### config.mk
export PLATFORM = sky130hd
export DESIGN_NAME = icache_fetch
export DESIGN_NICKNAME = d
export VERILOG_FILES = /design/src/rtl/icache_pkg.sv /design/src/rtl/icache_array.sv /design/src/rtl/icache_fetch.sv
export SDC_FILE = /design/constraint.sdc
export NUM_CORES = 2
export LEC_CHECK = 0
export ABC_AREA = 1
export CAP_MARGIN = 20
export CORE_ASPECT_RATIO = 0.9
export CORE_MARGIN = 5
export CORE_UTILIZATION = 25
export DETAILED_ROUTE_END_ITERATION = 8
export SLEW_MARGIN = 20
export SYNTH_ARGS = -nofsm -noshare
export SYNTH_HDL_FRONTEND = slang
export SYNTH_SLANG_ARGS = --single-unit
### constraint.sdc
create_clock -name clk -period 5.8 [get_ports clk]
set_input_delay 0.87 -clock clk [delete_from_list [all_inputs] [get_ports clk]]
set_output_delay 0.87 -clock clk [all_outputs]
set_load 0.02 [all_outputs]
### src/rtl/icache_pkg.sv
// Shared types, width helpers and address-field extraction for the instruction cache.
// Address layout: {tag, index, offset, 2'b00}.
package icache_pkg;

  typedef enum logic {
    IDLE   = 1'b0,
    REFILL = 1'b1
  } state_t;

  localparam int BYTE_OFFSET_W      = 2;
  localparam int DEFAULT_DATA_WIDTH = 32;
  localparam int DEFAULT_SETS       = 16;
  localparam int DEFAULT_LINE_WORDS = 4;

  function automatic int offset_width(input int line_words);
    return $clog2(line_words);
  endfunction

  function automatic int index_width(input int sets);
    return $clog2(sets);
  endfunction

  function automatic int tag_width(input int data_width, input int sets, input int line_words);
    return data_width - index_width(sets) - offset_width(line_words) - BYTE_OFFSET_W;
  endfunction

  localparam int OFFSET_W = offset_width(DEFAULT_LINE_WORDS);
  localparam int INDEX_W  = index_width(DEFAULT_SETS);
  localparam int TAG_W    = tag_width(DEFAULT_DATA_WIDTH, DEFAULT_SETS, DEFAULT_LINE_WORDS);

  // Fields are extracted on a 64-bit view so one helper serves any address width.
  function automatic logic [63:0] addr_field(input logic [63:0] addr, input int lsb, input int width);
    return (addr >> lsb) & ~(64'hFFFF_FFFF_FFFF_FFFF << width);
  endfunction

  function automatic logic [63:0] get_offset(input logic [63:0] addr, input int offset_w);
    return addr_field(addr, BYTE_OFFSET_W, offset_w);
  endfunction

  function automatic logic [63:0] get_index(input logic [63:0] addr, input int offset_w,
                                            input int index_w);
    return addr_field(addr, BYTE_OFFSET_W + offset_w, index_w);
  endfunction

  function automatic logic [63:0] get_tag(input logic [63:0] addr, input int offset_w,
                                          input int index_w, input int tag_w);
    return addr_field(addr, BYTE_OFFSET_W + offset_w + index_w, tag_w);
  endfunction

endpackage

### src/rtl/icache_array.sv
// Direct-mapped storage: data words, tags and per-line valid bits.
// Combinational read; line-word, tag and valid updates happen on the clock edge.
module icache_array #(
  parameter int DATA_WIDTH = 32,
  parameter int SETS       = 16,
  parameter int LINE_WORDS = 4,
  parameter int TAG_W      = 24,
  parameter int INDEX_W    = 4,
  parameter int OFFSET_W   = 2
) (
  input  logic                  clk,
  input  logic                  rst,
  input  logic [INDEX_W-1:0]    i_rd_index,
  input  logic [OFFSET_W-1:0]   i_rd_offset,
  output logic [DATA_WIDTH-1:0] o_rd_word,
  output logic [TAG_W-1:0]      o_rd_tag,
  output logic                  o_rd_valid,
  input  logic                  i_wr_en,
  input  logic [INDEX_W-1:0]    i_wr_index,
  input  logic [OFFSET_W-1:0]   i_wr_offset,
  input  logic [DATA_WIDTH-1:0] i_wr_data,
  input  logic                  i_tag_wr_en,
  input  logic [TAG_W-1:0]      i_tag_wr_data,
  input  logic                  i_valid_clr_all
);

  logic [DATA_WIDTH-1:0] r_data  [SETS][LINE_WORDS];
  logic [TAG_W-1:0]      r_tag   [SETS];
  logic [SETS-1:0]       r_valid;

  assign o_rd_word  = r_data[i_rd_index][i_rd_offset];
  assign o_rd_tag   = r_tag[i_rd_index];
  assign o_rd_valid = r_valid[i_rd_index];

  always_ff @(posedge clk) begin
    if (i_wr_en) begin
      r_data[i_wr_index][i_wr_offset] <= i_wr_data;
    end
    if (i_tag_wr_en) begin
      r_tag[i_wr_index] <= i_tag_wr_data;
    end
  end

  // A bulk clear wins over setting the line just filled, so a pending flush discards it.
  always_ff @(posedge clk or posedge rst) begin
    if (rst) begin
      r_valid <= '0;
    end else if (i_valid_clr_all) begin
      r_valid <= '0;
    end else if (i_tag_wr_en) begin
      r_valid[i_wr_index] <= 1'b1;
    end
  end

endmodule

### src/rtl/icache_fetch.sv
// Direct-mapped read-only instruction cache between the fetch PC and instruction memory.
// Hits answer in the same cycle; misses refill the whole line word-serially from word 0.
import icache_pkg::*;

module icache_fetch #(
  parameter int DATA_WIDTH = DEFAULT_DATA_WIDTH,
  parameter int SETS       = DEFAULT_SETS,
  parameter int LINE_WORDS = DEFAULT_LINE_WORDS
) (
  input  logic                  clk,
  input  logic                  rst,
  input  logic [DATA_WIDTH-1:0] PC,
  input  logic                  fetch_en,
  input  logic                  flush,
  output logic [DATA_WIDTH-1:0] instr,
  output logic                  instr_valid,
  output logic                  stall,
  output logic                  mem_req,
  output logic [DATA_WIDTH-1:0] mem_addr,
  input  logic                  mem_ack,
  input  logic [DATA_WIDTH-1:0] mem_rdata
);

  localparam int LINE_OFFSET_W = offset_width(LINE_WORDS);
  localparam int SET_INDEX_W   = index_width(SETS);
  localparam int LINE_TAG_W    = tag_width(DATA_WIDTH, SETS, LINE_WORDS);

  logic [LINE_OFFSET_W-1:0] w_offset;
  logic [SET_INDEX_W-1:0]   w_index;
  logic [LINE_TAG_W-1:0]    w_tag;
  logic [DATA_WIDTH-1:0]    w_rd_word;
  logic [LINE_TAG_W-1:0]    w_rd_tag;
  logic                     w_rd_valid;
  logic                     w_hit;
  logic                     w_miss;
  logic                     w_fill_ack;
  logic                     w_last_beat;
  logic                     w_clear_valid;

  state_t                   r_state;
  logic [LINE_OFFSET_W-1:0] r_beat;
  logic [LINE_TAG_W-1:0]    r_miss_tag;
  logic [SET_INDEX_W-1:0]   r_miss_index;
  logic                     r_pending_flush;
  logic                     r_mem_req;

  assign w_offset = LINE_OFFSET_W'(get_offset(64'(PC), LINE_OFFSET_W));
  assign w_index  = SET_INDEX_W'(get_index(64'(PC), LINE_OFFSET_W, SET_INDEX_W));
  assign w_tag    = LINE_TAG_W'(get_tag(64'(PC), LINE_OFFSET_W, SET_INDEX_W, LINE_TAG_W));

  // Lookup is gated by reset so every output reads zero while reset is held.
  assign w_hit  = !rst && (r_state == IDLE) && fetch_en && w_rd_valid && (w_rd_tag == w_tag);
  assign w_miss = !rst && (r_state == IDLE) && fetch_en && !w_hit;

  assign w_fill_ack    = (r_state == REFILL) && mem_ack;
  assign w_last_beat   = w_fill_ack && (r_beat == LINE_OFFSET_W'(LINE_WORDS - 1));
  assign w_clear_valid = ((r_state == IDLE) && flush) ||
                         (w_last_beat && (r_pending_flush || flush));

  assign instr       = w_hit ? w_rd_word : '0;
  assign instr_valid = w_hit;
  assign stall       = w_miss || (r_state == REFILL);
  assign mem_req     = r_mem_req;
  assign mem_addr    = r_mem_req ? {r_miss_tag, r_miss_index, r_beat, 2'b00} : '0;

  icache_array #(
    .DATA_WIDTH (DATA_WIDTH),
    .SETS       (SETS),
    .LINE_WORDS (LINE_WORDS),
    .TAG_W      (LINE_TAG_W),
    .INDEX_W    (SET_INDEX_W),
    .OFFSET_W   (LINE_OFFSET_W)
  ) u_array (
    .clk             (clk),
    .rst             (rst),
    .i_rd_index      (w_index),
    .i_rd_offset     (w_offset),
    .o_rd_word       (w_rd_word),
    .o_rd_tag        (w_rd_tag),
    .o_rd_valid      (w_rd_valid),
    .i_wr_en         (w_fill_ack),
    .i_wr_index      (r_miss_index),
    .i_wr_offset     (r_beat),
    .i_wr_data       (mem_rdata),
    .i_tag_wr_en     (w_last_beat),
    .i_tag_wr_data   (r_miss_tag),
    .i_valid_clr_all (w_clear_valid)
  );

  // The refill always runs to the last beat of the latched line; PC and flush cannot cut it short.
  always_ff @(posedge clk or posedge rst) begin
    if (rst) begin
      r_state         <= IDLE;
      r_beat          <= '0;
      r_miss_tag      <= '0;
      r_miss_index    <= '0;
      r_pending_flush <= 1'b0;
      r_mem_req       <= 1'b0;
    end else begin
      case (r_state)
        IDLE: begin
          if (w_miss) begin
            r_miss_tag      <= w_tag;
            r_miss_index    <= w_index;
            r_beat          <= '0;
            r_pending_flush <= 1'b0;
            r_mem_req       <= 1'b1;
            r_state         <= REFILL;
          end
        end
        REFILL: begin
          if (flush) begin
            r_pending_flush <= 1'b1;
          end
          if (mem_ack) begin
            r_beat <= r_beat + LINE_OFFSET_W'(1);
          end
          if (w_last_beat) begin
            r_pending_flush <= 1'b0;
            r_mem_req       <= 1'b0;
            r_state         <= IDLE;
          end
        end
        default: r_state <= IDLE;
      endcase
    end
  end

endmodule

==> run metrics <==
status=finished clean; crit path cell chain=buf_8 -> inv_8 -> buf_12 -> buf_4 -> a21oi_1 -> a22o_1 -> o21ai_0 -> o21ai_0 -> o211ai_1 -> nand2_1 -> nor3_2 -> buf_4 -> buf_4; combinational power share=9.1%; final hold viol count=0; Ports=136; Slew Viols, Final=0; initial drt markers=just over 7,000; Seq/Total Area, Yosys=74.6%; slowest stage delay, CP=0.49 ns; Power Total=~40 mW; reg2reg path depth=7; die area=0.411 mm^2; Total GRT Usage=13.7%; r2r endpoint=u_array.r_data[4][115]; DRC Markers=0; unrepaired setup endpoints after global routing=false; DIE WIDTH=675 um; cell taking the most area after synthesis=edfxtp_1; yosys warns=0; Internal Power=30.2 mW; Multi-input gate area=0.0228 mm^2; Crit Path Category=input port to output pin; Post-CTS Resized=0; Clock Latency Late Sink=0.93 ns; vias per cell=4.75; Mapped Area=between 0.09 and 0.1 mm^2; clock-pin slew on the worst setup and hold paths=~0.06 ns; WL per Instance=21.6 um; # Post-CTS Setup Buffers=0; CTS root buf=clkbuf_16; Die Ht=between 600 and 700 um; hold_sp=u_array.r_valid[1]; maximum VDD drop=249 uV; First-pass DRT Iterations=6; nets=8,229; WHS=about 0.5 ns; crit path DAT=4.24 ns; PD cells=345 mW/mm^2; Static Leak=39.0 nW; TritonCTS buffer count=240; fill count=40,000; overflow left after global routing=0; Max FO, Critical Path=43; Core Footprint=0.396 mm^2; first-pass GRT wire length=428,000 um; largest cells by area after synthesis=edfxtp_1, nand2_1, nand3_1; Final setup viols=0; commonest non-fill, non-tap cell in the layout=edfxtp_1; slowest CP cell=o211ai_1; Layout Skew=roughly 0.073 ns; Sinks on Clock Net=2,481; placed cell count=13,200; number of nets with antenna violations after routing=0; cell mode on critical path=buf_4; Tcrit/Tclk final=88.0%; Worst-Margin Slew=around 1.1 ns; row cnt=219; CP Buf/Inv Count=6; crit path from=PC[5]; max cap viols=0; vias in the first global route=between 60,000 and 70,000; gpl congestion=0.802; CP endpoint kind=output pin; H-tree Lvls=4; # port buffers=131; Setup WS post-layout=between 0.6 and 0.7 ns; P_sw=9.91 mW; fmax=196 MHz; Area Growth Syn to Fin=16.4%; antenna violations before repair=17; CP Launch Type=input port; Final Critical Period=5.11 ns; clk buf depth=4; Netlist cell types=36; Fin Setup TNS=0 ns; reg2reg start=r_miss_index[2]; register area=0.0743 mm^2; Non-Filler Instances=13,700; total number of vias=64,900; largest net degree at the start of global routing=154; WHS Endpoint=u_array.r_valid[1]; R2R Setup Slk=2.86 ns; Synth top area share=73.3%; switching share of power=24.7%; final WL=296,000 um; DP Worst Slack=0.741 ns; Mean Syn Cell Area=12.4 um^2; register bit count reported by yosys=2,481; cell family with most CP delay=buffers and inverters; CTS tree=done; worst hold-check path type=register to register; Max-slew headroom=about a quarter; hold bufs inserted after CTS=0; Hold Path Stages=2; clock share of power=38.1%; most frequent cells in the layout=edfxtp_1, nand2_1, nand3_1; WP data required=4.93 ns; Post-DP HPWL=about 160,000 um; Flop pwr share=a little over half; layout cell share with drive strength beyond 1=9.14%; Initial Utilization=25.1%; Synth Instances=~8,100
tightest hold or removal path: cells and delay by family, from the launching register on:
family | cells | cell delay (ns)
simple gates | 1 | 0.07
compound gates | 1 | 0.04
flops | 1 | 0.34
per-layer routing:
| metal | wire [um] | GRT usage (%) | up-vias | share of wire (%) |
|---|---|---|---|---|
| met5 | 48 | 0 | - | 0.016 |
| met4 | 12800 | 5.81 | 6 | 4.3 |
| met3 | 22100 | 2.13 | 586 | 7.5 |
| met2 | 143000 | 22.9 | 2623 | 48 |
| met1 | 118000 | 17.7 | 32400 | 40 |
| li1 | - | - | 29300 | - |
metrics by stage:
step | instance area (um^2) | util [%]
after detailed placement | 108000 | 27.4
after global routing | 116000 | 29.3
after global placement | 108000 | 27.4
after floorplan | 99600 | -
after CTS | 116000 | 29.3
final | 116000 | 29.3
synthesized netlist by cell type (all sizes together):
cell type,instances
nand2,1967
nand4,5
edfxtp,2432
buf,359
o21ai,492
clkbuf,191
a221oi,39
or2,5
o211ai,55
o22ai,123
a211oi,4
a21oi,286
o21a,1
o221ai,24
a32o,15
a22o,55
conb,1
ha,4
dfrtp,49
and3,4
clkinv,3
a221o,24
nor3,35
inv,153
nor2,512
nand3,1213
nor3b,1
nor4,1
power by group through the flow:
| stage | logic (mW) | clock network (mW) | registers, mW |
|---|---|---|---|
| floorplan | 1.89 | 0 | 21.3 |
| global route | 3.94 | 16.2 | 21.2 |
| global placement | 3.62 | 0 | 21.5 |
| CTS | 3.67 | 15.5 | 21.1 |
| detailed placement | 3.65 | 0 | 21.5 |
| finish | 3.66 | 15.3 | 21.1 |
sequential cells by signal, summed over array words and instances (netlist names):
| signal | count |
|---|---|
| mem_req | 1 |
| r_state | 1 |
| u_array.r_tag | 384 |
| u_array.r_valid | 16 |
| r_miss_index | 4 |
| r_beat | 2 |
| u_array.r_data | 2048 |
| r_miss_tag | 24 |
| r_pending_flush | 1 |
layout make-up:
| class | instances | share of cell area [%] |
|---|---|---|
| diodes | 8 | 0.0173 |
| inverters | 156 | 0.532 |
| well taps | 5304 | 5.72 |
| multi-input cells | 4867 | 19.6 |
| flip-flops and latches | 2481 | 64.0 |
| repair buffers | 410 | 3.59 |
| clock buffers | 288 | 5.39 |
| clock inverters | 150 | 1.11 |
how the worst max path moves through the flow:
stage,endpoint,slack (ns),depth (start not counted)
floorplan,u_array.r_data[0][0],1.41,6
global placement,instr[23],0.72,13
detailed placement,instr[6],0.74,14
CTS,instr[6],0.73,14
global route,instr[6],0.48,14
finish,instr[1],0.69,13
cells by family after synthesis:
logic type / count (synthesis) / synth area share, %
compound gates: 1118 / 6.56
fa+ha+maj: 4 / 0.0502
buf+inv: 706 / 3.11
flops: 2481 / 74.6
other cells: 1 / 0.00376
simple gates: 3743 / 15.7
Note: power is estimated with default switching activity, not from simulation.
